==> src/rtl/llr_pair_scheduler.sv <==
// llr_pair_scheduler: buffers one frame of channel LLRs, saturates each one, and
// feeds the f/g processing element with (a,b) pairs. The f pass runs first;
// the g pass follows once the left-subtree partial sums arrive.
//
// state     | meaning
// ----------+---------------------------------------------------------------
// S_LOAD    | accepting in_llr samples into L[0..N-1]
// S_F_PASS  | issuing (L[i], L[i+N/2]) with sel=1, us=0
// S_WAIT_US | waiting for the partial-sum vector from decision logic
// S_G_PASS  | issuing (L[i], L[i+N/2]) with sel=0, us=us_vec[i]
module llr_pair_scheduler #(
  parameter  int DATA_WIDTH = 8,
  parameter  int IN_WIDTH   = 10,
  parameter  int N          = 8,
  localparam int PW         = (N > 2) ? $clog2(N/2) : 1
) (
  input  logic                         clk,
  input  logic                         rst_n,
  input  logic signed [IN_WIDTH-1:0]   in_llr,
  input  logic                         in_valid,
  output logic                         in_ready,
  input  logic [N/2-1:0]               us_vec,
  input  logic                         us_valid,
  output logic                         us_ready,
  output logic signed [DATA_WIDTH-1:0] a,
  output logic signed [DATA_WIDTH-1:0] b,
  output logic                         us,
  output logic                         sel,
  output logic [PW-1:0]                pair_idx,
  output logic                         out_valid,
  input  logic                         out_ready,
  output logic                         busy,
  output logic                         done
);

  localparam int CW   = $clog2(N);
  localparam int HALF = N / 2;

  // Symmetric clamp bounds; -2^(DW-1) is folded onto -(2^(DW-1)-1).
  localparam logic signed [IN_WIDTH-1:0] SAT_HI = IN_WIDTH'((1 << (DATA_WIDTH-1)) - 1);
  localparam logic signed [IN_WIDTH-1:0] SAT_LO = -SAT_HI;

  typedef enum logic [1:0] {
    S_LOAD    = 2'd0,
    S_F_PASS  = 2'd1,
    S_WAIT_US = 2'd2,
    S_G_PASS  = 2'd3
  } state_t;

  state_t                       r_state;
  logic signed [DATA_WIDTH-1:0] r_llr [N];
  logic [CW-1:0]                r_cnt;
  logic [HALF-1:0]              r_us_vec;
  logic signed [DATA_WIDTH-1:0] r_a;
  logic signed [DATA_WIDTH-1:0] r_b;
  logic                         r_us;
  logic                         r_sel;
  logic [PW-1:0]                r_pair_idx;
  logic                         r_out_valid;
  logic                         r_done;

  logic                         w_in_fire;
  logic                         w_out_fire;
  logic                         w_last_pair;
  logic signed [DATA_WIDTH-1:0] w_sat;
  logic signed [DATA_WIDTH-1:0] w_llr_nxt [N];
  logic [PW-1:0]                w_rd_idx;
  logic [CW-1:0]                w_rd_lo;
  logic [CW-1:0]                w_rd_hi;

  assign in_ready  = (r_state == S_LOAD);
  assign us_ready  = (r_state == S_WAIT_US);
  assign busy      = (r_state != S_LOAD);
  assign a         = r_a;
  assign b         = r_b;
  assign us        = r_us;
  assign sel       = r_sel;
  assign pair_idx  = r_pair_idx;
  assign out_valid = r_out_valid;
  assign done      = r_done;

  assign w_in_fire   = in_valid && (r_state == S_LOAD);
  assign w_out_fire  = r_out_valid && out_ready;
  assign w_last_pair = (r_pair_idx == PW'(HALF - 1));

  // Next pair to present: index 0 when a pass starts, otherwise current + 1.
  assign w_rd_idx = ((r_state == S_F_PASS) || (r_state == S_G_PASS)) ? r_pair_idx + 1'b1 : '0;
  assign w_rd_lo  = CW'(w_rd_idx);
  assign w_rd_hi  = w_rd_lo + CW'(HALF);

  // Clamp the incoming channel LLR into the symmetric DATA_WIDTH range.
  always_comb begin
    if (in_llr > SAT_HI)
      w_sat = DATA_WIDTH'(SAT_HI);
    else if (in_llr < SAT_LO)
      w_sat = DATA_WIDTH'(SAT_LO);
    else
      w_sat = DATA_WIDTH'(in_llr);
  end

  // Buffer view including the sample being written this cycle, so the first
  // f pair can be registered on the same edge as the last load.
  always_comb begin
    w_llr_nxt = r_llr;
    if (w_in_fire)
      w_llr_nxt[r_cnt] = w_sat;
  end

  // Main controller: load buffer, run f pass, wait for partial sums, run g pass.
  always_ff @(posedge clk or negedge rst_n) begin
    if (!rst_n) begin
      r_state     <= S_LOAD;
      r_cnt       <= '0;
      r_us_vec    <= '0;
      r_a         <= '0;
      r_b         <= '0;
      r_us        <= 1'b0;
      r_sel       <= 1'b0;
      r_pair_idx  <= '0;
      r_out_valid <= 1'b0;
      r_done      <= 1'b0;
      for (int k = 0; k < N; k++)
        r_llr[k] <= '0;
    end else begin
      r_done <= 1'b0;
      case (r_state)
        S_LOAD: begin
          if (w_in_fire) begin
            r_llr[r_cnt] <= w_sat;
            if (r_cnt == CW'(N - 1)) begin
              r_cnt       <= '0;
              r_state     <= S_F_PASS;
              r_out_valid <= 1'b1;
              r_sel       <= 1'b1;
              r_us        <= 1'b0;
              r_pair_idx  <= '0;
              r_a         <= w_llr_nxt[w_rd_lo];
              r_b         <= w_llr_nxt[w_rd_hi];
            end else begin
              r_cnt <= r_cnt + 1'b1;
            end
          end
        end
        S_F_PASS: begin
          if (w_out_fire) begin
            if (w_last_pair) begin
              r_out_valid <= 1'b0;
              r_pair_idx  <= '0;
              r_state     <= S_WAIT_US;
            end else begin
              r_pair_idx <= w_rd_idx;
              r_a        <= w_llr_nxt[w_rd_lo];
              r_b        <= w_llr_nxt[w_rd_hi];
            end
          end
        end
        S_WAIT_US: begin
          if (us_valid) begin
            r_us_vec    <= us_vec;
            r_state     <= S_G_PASS;
            r_out_valid <= 1'b1;
            r_sel       <= 1'b0;
            r_pair_idx  <= '0;
            r_us        <= us_vec[0];
            r_a         <= w_llr_nxt[w_rd_lo];
            r_b         <= w_llr_nxt[w_rd_hi];
          end
        end
        S_G_PASS: begin
          if (w_out_fire) begin
            if (w_last_pair) begin
              r_out_valid <= 1'b0;
              r_pair_idx  <= '0;
              r_us        <= 1'b0;
              r_done      <= 1'b1;
              r_state     <= S_LOAD;
            end else begin
              r_pair_idx <= w_rd_idx;
              r_us       <= r_us_vec[w_rd_idx];
              r_a        <= w_llr_nxt[w_rd_lo];
              r_b        <= w_llr_nxt[w_rd_hi];
            end
          end
        end
        default: r_state <= S_LOAD;
      endcase
    end
  end

endmodule

==> config.mk <==
export PLATFORM = sky130hd
export DESIGN_NAME = llr_pair_scheduler
export DESIGN_NICKNAME = d
export VERILOG_FILES = /design/src/rtl/llr_pair_scheduler.sv
export SDC_FILE = /design/constraint.sdc
export NUM_CORES = 1
export LEC_CHECK = 0
export CAP_MARGIN = 20
export CORE_ASPECT_RATIO = 0.7
export CORE_MARGIN = 8
export CORE_UTILIZATION = 40
export DETAILED_ROUTE_END_ITERATION = 8
export HOLD_SLACK_MARGIN = 0.02
export MAX_ROUTING_LAYER = met4
export SYNTH_ARGS = -nofsm -noshare
export SYNTH_HDL_FRONTEND = slang
export SYNTH_SLANG_ARGS = --single-unit
==> constraint.sdc <==
create_clock -name clk -period 2.8 [get_ports clk]
set_input_delay 0.56 -clock clk [delete_from_list [all_inputs] [get_ports clk]]
set_output_delay 0.56 -clock clk [all_outputs]
set_load 0.01 [all_outputs]
==> results of run 1 <==
power groups by stage:
stage	registers, uW	clock network, uW	logic (uW)
final	2280	1210	2950
after global routing	2360	1280	3270
after CTS	2280	1230	2970
after detailed placement	2300	0	2950
after global placement	2280	0	2900
after floorplan	2250	0	1870
routing by layer:
metal | track usage [%] | routed length (um) | vias to the layer above
met2 | 25.2 | 5630 | 110
met3 | 4.19 | 635 | 15
met5 | - | 0 | -
met1 | 25.3 | 6230 | 1826
met4 | 5.11 | 123 | 0
li1 | - | - | 1710
path summary, 6_finish.rpt:
check                                       start                endpoint  slack (ps)
max                        r_state[0]$_DFFE_PN0P_                in_ready         420
min                                         rst_n    r_cnt[2]$_DFFE_PN0P_         160
max reg2reg                  r_cnt[0]$_DFFE_PN0P_  r_state[1]$_DFFE_PN0P_         440
min reg2reg                 r_llr[41]$_DFFE_PN0P_   r_llr[41]$_DFFE_PN0P_         490
max in group asynchronous                   rst_n   r_llr[37]$_DFFE_PN0P_        1940
min in group clk            r_llr[41]$_DFFE_PN0P_   r_llr[41]$_DFFE_PN0P_         490
cell usage after synthesis, types with 7 or more instances:
library cell,n
a211oi_1,8
a21oi_1,12
buf_2,11
clkbuf_1,11
dfrtp_1,95
ha_1,7
mux2_2,29
mux2i_1,14
nand2_1,47
nor2_1,27
o21ai_0,67
o221a_2,7
o22ai_1,7
final cells by class:
cell class	instances	share of cell area (%)
Inverter	5	0.333
Sequential cell	95	42.2
Clock inverter	7	1.13
Tap cell	153	3.40
Clock buffer	9	4.00
Timing Repair Buffer	71	11.5
Multi-Input combinational cell	312	37.4
through the flow:
stage	hold WS (ps)	setup slack, ps
floorplan	264	478
global placement	461	229
detailed placement	467	201
CTS	181	400
global route	200	269
finish	163	423
sequential cells by signal, summed over array words and instances, names as in the netlist:
signal / count
r_llr: 64
a: 8
b: 8
r_us_vec: 4
r_cnt: 3
pair_idx: 2
r_state: 2
done: 1
out_valid: 1
sel: 1
us: 1
cell families after synthesis:
group,Yosys count,share of synthesized area [%]
AOI/OAI and AO/OA,152,21.8
muxes,46,11.0
adders and majority gates,7,1.90
buffers and inverters,29,2.82
DFF,95,51.6
and+or+nand+nor,107,10.9
==> run_results.csv, run 1 <==
group,metric,value,unit
global_route,grt-ovfl-total,0,
clocking,cts_tree,"yes",
floorplan,rows,32,
timing,post-route-period-util,84.9,%
timing,hold_viol,0,
layout,final_cell_mix,"dfrtp_1 (95), o21ai_0 (67), nand2_1 (47), clkdlybuf4s50_1 (42), mux2_2 (29)",
floorplan,core,11100,um^2
setup_path,cp_slowest_cell,"clkdlybuf4s50_1",
global_route,grt_start_max_net_pins,62,
synthesis,ys_ff_latch,95,
synthesis,syn_area,4610,um^2
layout,area_growth,22.3,%
global_route,first_global_vias,3742,
place,dp_cells,636,
timing,worst_pin_slew,590,ps
synthesis,seq_area_frac_synth,51.6,%
route,vias,3661,
synthesis,yosys-top-cells-area,"dfrtp_1 (52%), o21ai_0 (7.3%), mux2_2 (7.1%)",
layout,n_fill_cell,1044,
route,drc,0,
synthesis,syn-num-nets,462,
route,routedWlPerCell,19.3,um
global_route,grt_pass1_wl,20.6,mm
layout,drive_gt1_share,20.0,%
timing,slew_headroom,60.6,%
setup_path,crit_chain,"inv_1 > ha_1 > clkdlybuf4s50_1",
power,netSwitchingFraction,39.3,%
setup_path,cp-start-kind,"flop",
power,p_clk_share,18.8,%
global_route,grt_usage,18.0,%
synthesis,synthFlopType,"dfrtp_1",
synthesis,syn_area_per_cell,10.6,um^2
floorplan,start_util,41.4,%
synthesis,synth_edf_count,0,
route,drt_wl_total,12.6,mm
timing,finalSetupViolCount,0,
synthesis,synth_cells,436,
clocking,cts.clk_slew.worst_paths,70,ps
setup_path,cp.arrival,1820,ps
floorplan,die_width,144,um
layout,final_nets,520,
worst_hold_path,hold_path.class,"in2async",
route,via_per_inst,5.62,
setup_path,max_stage_delay,600,ps
power,pwr-share-comb,45.8,%
clocking,cts_buffers,9,
timing,drv_slew,0,
layout,seq_area,2380,um^2
global_route,antenna_found_initial,0,
flow_run,maxCapViolCount,0,
setup_path,criticalPathCategory,"reg2out",
power,max-vdd-ir-drop,0.530,mV
clocking,cts_buffer_depth,2,
setup_path,critPathMaxFanout,10,
setup_path,endpoint_kind,"output port",
setup_path,path_delay_family,"buffers and inverters",
synthesis,postSynth.asyncResetShare,100,%
clocking,cts_hold_repair.buffers,0,
route,first_pass_iters,5,
clocking,clock_latency,350,ps
power,power,6440,uW
clocking,clock-sinks,95,
layout,design_area,5640,um^2
timing,setup_tns,0,ps
place,place_hpwl,9.07,mm
timing,rsz0062_at_grt,"no",
clocking,htree_levels,3,
timing,fin_crit,2380,ps
clocking,cts_root_buf,"clkbuf_16",
route,drt-initial-drc-count,288,
layout,antenna_cells,0,
timing,skew,7.14,ps
layout,layoutNonFillerInstCount,652,
place,portBuffers,43,
synthesis,ys_warn_count,0,
clocking,post_cts_buffers,0,
floorplan,io_pins,44,
place,place_congestion,0.860,
setup_path,cp.required,2240,ps
floorplan,dieArea,15300,um^2
layout,final_common_cell,"dfrtp_1",
clocking,cts_resized,0,
setup_path,reg2reg_depth,7,
timing,fmax,0.421,GHz
setup_path,path_buf_inv,2,
status,status,"completed",
power,power_switching,2530,uW
floorplan,die_y,106,um
layout,multi_input_area,2110,um^2
synthesis,synth_top_area_share,51.6,%
power,powerDensity,1140,nW/um^2
synthesis,yosysUniqueCellTypes,55,
layout,utilization,50.6,%
synthesis,yosysTopAreaCell,"dfrtp_1",
place,placed_cell_area,5350,um^2
power,p_seq_share,35.4,%
route,antenna_left,0,
power,power.leakage,0.00247,uW
setup_path,path_depth,3,
power,p_int,3910,uW
Power figures use the tool's default switching activity.
==> inputs of run 2 (changes only) <==
==> constraint.sdc (replaced) <==
create_clock -name clk -period 2.35 [get_ports clk]
set_input_delay 0.47 -clock clk [delete_from_list [all_inputs] [get_ports clk]]
set_output_delay 0.47 -clock clk [all_outputs]
set_load 0.01 [all_outputs]
==> run_results.csv, run 2 (synthesis results as in run 1) <==
group,metric,value,unit
global_route,antenna_found_initial,1,
clocking,cts_buffer_depth,2,
floorplan,io_pins,44,
layout,drive_gt1_share,23.9,%
power,p_int,4810,uW
setup_path,cp-start-kind,"flop",
floorplan,dieArea,15300,um^2
route,vias,3741,
place,portBuffers,43,
power,power_switching,3070,uW
timing,hold_viol,0,
setup_path,cp_slowest_cell,"clkdlybuf4s50_1",
setup_path,critPathMaxFanout,6,
clocking,clock-sinks,95,
power,power.leakage,0.00259,uW
setup_path,path_delay_family,"buffers and inverters",
timing,slew_headroom,59.0,%
place,place_hpwl,9.51,mm
clocking,cts_buffers,9,
global_route,grt_start_max_net_pins,45,
floorplan,rows,32,
layout,regMostFlops,"r_llr",
timing,setup_ws,70.5,ps
power,powerDensity,1350,nW/um^2
place,dp_slack,-125,ps
setup_path,crit_chain,"inv_1 > ha_2 > buf_4 > clkdlybuf4s50_1",
clocking,cts_tree,"yes",
layout,final_cell_mix,"dfrtp_1 (95), o21ai_0 (67), buf_4 (52), nand2_1 (47), clkdlybuf4s50_1 (42)",
route,via_per_inst,5.53,
worst_hold_path,hold_path.class,"in2async",
layout,final_common_cell,"dfrtp_1",
power,p_seq_share,34.0,%
route,drt-initial-drc-count,238,
setup_path,criticalPathCategory,"reg2out",
route,first_pass_iters,4,
place,place_congestion,0.814,
setup_path,r2r_start,"r_state[1]$_DFFE_PN0P_",
layout,final_nets,545,
global_route,first_global_vias,3797,
timing,skew,7.35,ps
timing,fmax,0.439,GHz
power,pwr-share-comb,48.4,%
status,status,"completed",
timing,post-route-period-util,97.0,%
flow_run,maxCapViolCount,0,
layout,antenna_cells,0,
timing,setup_tns,0,ps
power,max-vdd-ir-drop,0.540,mV
route,drt_wl_total,13.0,mm
layout,largest_register_ffs,64,
timing,rsz0062_at_grt,"no",
setup_path,r2r-end,"a[0]$_DFFE_PN0P_",
global_route,grt_pass1_wl,20.9,mm
setup_path,ff2ff_setup_slack,150,ps
setup_path,path_buf_inv,3,
setup_path,cp.arrival,1810,ps
floorplan,die_y,106,um
global_route,grt-ovfl-total,0,
route,drc,0,
place,placed_cell_area,5550,um^2
global_route,grt_usage,18.2,%
setup_path,cp.required,1880,ps
setup_path,reg2reg_depth,7,
floorplan,start_util,41.4,%
layout,design_area,5830,um^2
timing,worst_pin_slew,615,ps
power,p_clk_share,17.6,%
clocking,clock_latency,350,ps
route,antenna_left,0,
clocking,htree_levels,3,
route,routedWlPerCell,19.3,um
setup_path,endpoint_kind,"output port",
clocking,cts.clk_slew.worst_paths,70,ps
layout,area_growth,26.4,%
floorplan,core,11100,um^2
power,netSwitchingFraction,39.0,%
layout,n_fill_cell,1038,
timing,finalSetupViolCount,0,
timing,drv_slew,0,
setup_path,max_stage_delay,530,ps
timing,fin_crit,2280,ps
clocking,cts_root_buf,"clkbuf_16",
floorplan,die_width,144,um
==> run 2: changes by cell type in the layout (fill, tap and decap cells not counted) <==
cell	delta
buf_12	+1
buf_4	+24
clkinvlp_4	-1
ha_1	-1
ha_2	+1
inv_6	+2
inv_8	-2
==> run 2: worst reg2reg max path, stage by stage, from the launching register on <==
cell     delay [ps]
dfrtp_1         410
inv_1           100
ha_1            260
or2_1           340
and2_1          270
a311o_1         290
o32ai_1         320
a31oi_1         100
==> run 2: what timing repair did <==
action	in CTS	in global routing
buffers inserted	0	0
setup endpoints to repair	0	4
hold buffers	0	0
gates resized for setup	0	1
hold endpoints to repair	0	0
==> run 2: area by class of cell <==
cell class | instances | area (um^2) | share of cell area, %
Clock buffer | 9 | 225 | 3.87
Clock inverter | 6 | 51.3 | 0.880
Inverter | 5 | 18.8 | 0.322
Multi-Input combinational cell | 312 | 2110 | 36.2
Sequential cell | 95 | 2380 | 40.8
Tap cell | 153 | 191 | 3.29
Timing Repair Buffer | 96 | 851 | 14.6
==> run 2: how the worst max path moves through the flow <==
stage,from,to,cells after the start
floorplan,r_state[0]$_DFFE_PN0P_,b[7]$_DFFE_PN0P_,8
global route,in_llr[9],b[4]$_DFFE_PN0P_,7
finish,r_state[0]$_DFFE_PN0P_,in_ready,4
global placement,in_valid,b[7]$_DFFE_PN0P_,6
CTS,r_state[0]$_DFFE_PN0P_,busy,5
detailed placement,in_llr[9],b[4]$_DFFE_PN0P_,7
==> run 2: metrics by stage <==
step | total power [uW] | util, % | hold WS, ps | std cells
floorplan | 4910 | - | 174 | 436
global placement | 6370 | 49.8 | 460 | 661
detailed placement | 6480 | 49.8 | 465 | 661
CTS | 7910 | 52.3 | 141 | 676
global route | 8400 | 52.3 | 165 | 676
finish | 7880 | 52.3 | 139 | 676
==> run 2: metal layers <==
metal / routed length, um / vias up / global-route usage [%]
met5: 0 / - / -
met4: 142 / 0 / 4.74
met3: 779 / 11 / 3.52
met2: 5750 / 80 / 26.3
met1: 6340 / 1889 / 25.6
li1: - / 1761 / -
==> run 2: power by group through the flow <==
stage / combinational [uW] / clock, uW / sequential, uW
global route: 4180 / 1470 / 2750
floorplan: 2230 / 0 / 2680
detailed placement: 3780 / 0 / 2700
global placement: 3690 / 0 / 2680
CTS: 3820 / 1420 / 2680
finish: 3820 / 1390 / 2680
==> inputs of run 3 (changes only) <==
--- a/config.mk
+++ b/config.mk
@@ -5,6 +5,7 @@
 export SDC_FILE = /design/constraint.sdc
 export NUM_CORES = 1
 export LEC_CHECK = 0
+export ABC_AREA = 1
 export CAP_MARGIN = 20
 export CORE_ASPECT_RATIO = 0.7
 export CORE_MARGIN = 8
==> run_results.csv, run 3 <==
group,metric,value,unit
status,status,"completed",
synthesis,postSynth.asyncResetShare,100,%
timing,worst_hold_slack,128,ps
clocking,cts.clk_slew.worst_paths,70,ps
layout,final_common_cell,"nand2_1",
setup_path,r2r-end,"b[7]$_DFFE_PN0P_",
clocking,post_cts_buffers,0,
global_route,first_global_vias,4248,
layout,seq_area,2380,um^2
power,p_int,4640,uW
synthesis,synth_cells,585,
clocking,clock_latency,340,ps
synthesis,yosysUniqueCellTypes,37,
timing,post-route-period-util,93.6,%
power,max-vdd-ir-drop,0.769,mV
global_route,grt_start_max_net_pins,57,
timing,setup_tns,0,ps
layout,drive_gt1_share,11.4,%
place,portBuffers,43,
global_route,grt-ovfl-total,0,
floorplan,io_pins,44,
power,pwr-share-comb,49.0,%
layout,area_growth,20.2,%
setup_path,endpoint_kind,"output port",
setup_path,crit_end,"us_ready",
synthesis,synthTopCellsByCount,"nand2_1 (202), nand3_1 (140), dfrtp_1 (95)",
synthesis,syn_area_per_cell,8.16,um^2
synthesis,ys_ff_latch,95,
floorplan,rows,33,
clocking,clock-sinks,95,
place,place_congestion,0.834,
power,power_switching,3320,uW
synthesis,ys_warn_count,0,
floorplan,die_y,107,um
setup_path,ff2ff_setup_slack,290,ps
flow_run,maxCapViolCount,0,
global_route,grt_pass1_wl,21.8,mm
layout,final_nets,662,
place,place_hpwl,8.99,mm
layout,multi_input_area,2120,um^2
route,vias,4189,
clocking,cts_root_buf,"clkbuf_16",
route,drc,0,
setup_path,r2r_start,"r_state[0]$_DFFE_PN0P_",
floorplan,start_util,40.8,%
timing,fmax,0.455,GHz
clocking,cts_tree,"yes",
route,antenna_left,0,
timing,drv_slew,0,
timing,finalSetupViolCount,0,
synthesis,yosysMostFrequentCell,"nand2_1",
synthesis,seq_area_frac_synth,49.8,%
setup_path,cp-start-kind,"flop",
layout,regMostFlops,"r_llr",
floorplan,core,11700,um^2
timing,slew_headroom,59.9,%
route,first_pass_iters,6,
power,p_seq_share,33.1,%
layout,final_cell_mix,"nand2_1 (202), nand3_1 (140), dfrtp_1 (95), clkdlybuf4s50_1 (42), inv_1 (28)",
clocking,cts_buffer_depth,2,
synthesis,syn-num-nets,611,
clocking,cts_buffers,9,
route,drt_wl_total,13.1,mm
synthesis,synth_top_area_share,49.8,%
setup_path,cp.required,1880,ps
synthesis,yosys-top-cells-area,"dfrtp_1 (50%), nand2_1 (16%), nand3_1 (15%)",
synthesis,yosysTopAreaCell,"dfrtp_1",
setup_path,critPathMaxFanout,7,
synthesis,syn_area,4770,um^2
setup_path,cp.arrival,1730,ps
timing,worst_pin_slew,601,ps
setup_path,reg2reg_depth,14,
layout,n_fill_cell,1142,
synthesis,synthFlopType,"dfrtp_1",
floorplan,die_width,147,um
timing,hold_viol,0,
timing,fin_crit,2200,ps
power,powerDensity,1390,nW/um^2
route,via_per_inst,5.25,
floorplan,dieArea,15700,um^2
layout,largest_register_ffs,64,
global_route,grt_usage,18.0,%
power,power.leakage,0.00303,uW
setup_path,startpoint,"r_state[0]$_DFFE_PN0P_",
global_route,antenna_found_initial,0,
setup_path,criticalPathCategory,"reg2out",
power,p_clk_share,18.0,%
route,drt-initial-drc-count,277,
layout,antenna_cells,0,
timing,rsz0062_at_grt,"no",
clocking,htree_levels,3,
synthesis,synth_edf_count,0,
timing,skew,8.33,ps
route,routedWlPerCell,16.4,um
power,netSwitchingFraction,41.7,%
worst_hold_path,hold_path.class,"in2async",
==> run 3: power by group through the flow <==
stage,combinational [uW],sequential [uW],clock [uW]
3_5_place_dp,3890,2660,0
3_3_place_gp,3840,2640,0
2_1_floorplan,2620,2670,0
4_1_cts,3920,2640,1470
5_1_grt,4410,2700,1520
6_report,3900,2630,1430
==> run 3: repair_timing <==
item	CTS	global route
hold buffers	0	0
endpoints found under the hold margin	0	0
resized for setup	0	1
setup endpoints to repair	0	2
==> run 3: worst min path at each step <==
stage	from	endpoint	slack, ps
6_report	rst_n	r_us_vec[1]$_DFFE_PN0P_	130
5_1_grt	rst_n	r_us_vec[1]$_DFFE_PN0P_	170
4_1_cts	rst_n	r_us_vec[1]$_DFFE_PN0P_	140
3_5_place_dp	r_llr[53]$_DFFE_PN0P_	r_llr[53]$_DFFE_PN0P_	460
3_3_place_gp	r_llr[17]$_DFFE_PN0P_	r_llr[17]$_DFFE_PN0P_	460
2_1_floorplan	rst_n	a[0]$_DFFE_PN0P_	170
==> run 3: cell families (layout without fill, tap and decap cells) <==
family          after synthesis  in the layout  share of synthesized area, %
simple gates                387            387                          37.7
compound gates               35             35                          4.61
fa+ha+maj                     7              7                          1.84
flops                        95             95                          49.8
mux                           1              1                         0.236
buf+inv                      60            116                          5.82
==> run 3: worst max-delay path, stage by stage, from the launching register on <==
cell,delay [ps]
dfrtp_1,410
inv_1,110
ha_1,290
clkdlybuf4s50_1,590
==> run 3: final cells by class <==
class	count	area share (%)
flip-flops and latches	95	41.4
well taps	157	3.42
clock buffers	12	4.64
inverters	43	3.12
clock inverters	4	0.502
repair buffers	57	9.94
multi-input cells	430	36.9
==> run 3: layer usage <==
metal,GRT usage (%),part of all wire [%],vias to the layer above
met3,3.91,5.0,25
met1,22.7,46,2019
met2,28.2,46,131
li1,-,-,2014
met4,6.67,2.6,0
met5,-,0,-
==> run 3: metrics by stage <==
stage          worst slack, ps  util (%)  power (uW)  area (um^2)  cells
2_1_floorplan              488         -        5290         4770    585
3_3_place_gp              -113      46.6        6480         5440    782
3_5_place_dp              -142      46.6        6560         5440    782
4_1_cts                    125      49.1        8020         5740    798
5_1_grt                   53.7      49.1        8630         5740    798
6_report                   150      49.1        7960         5740    798
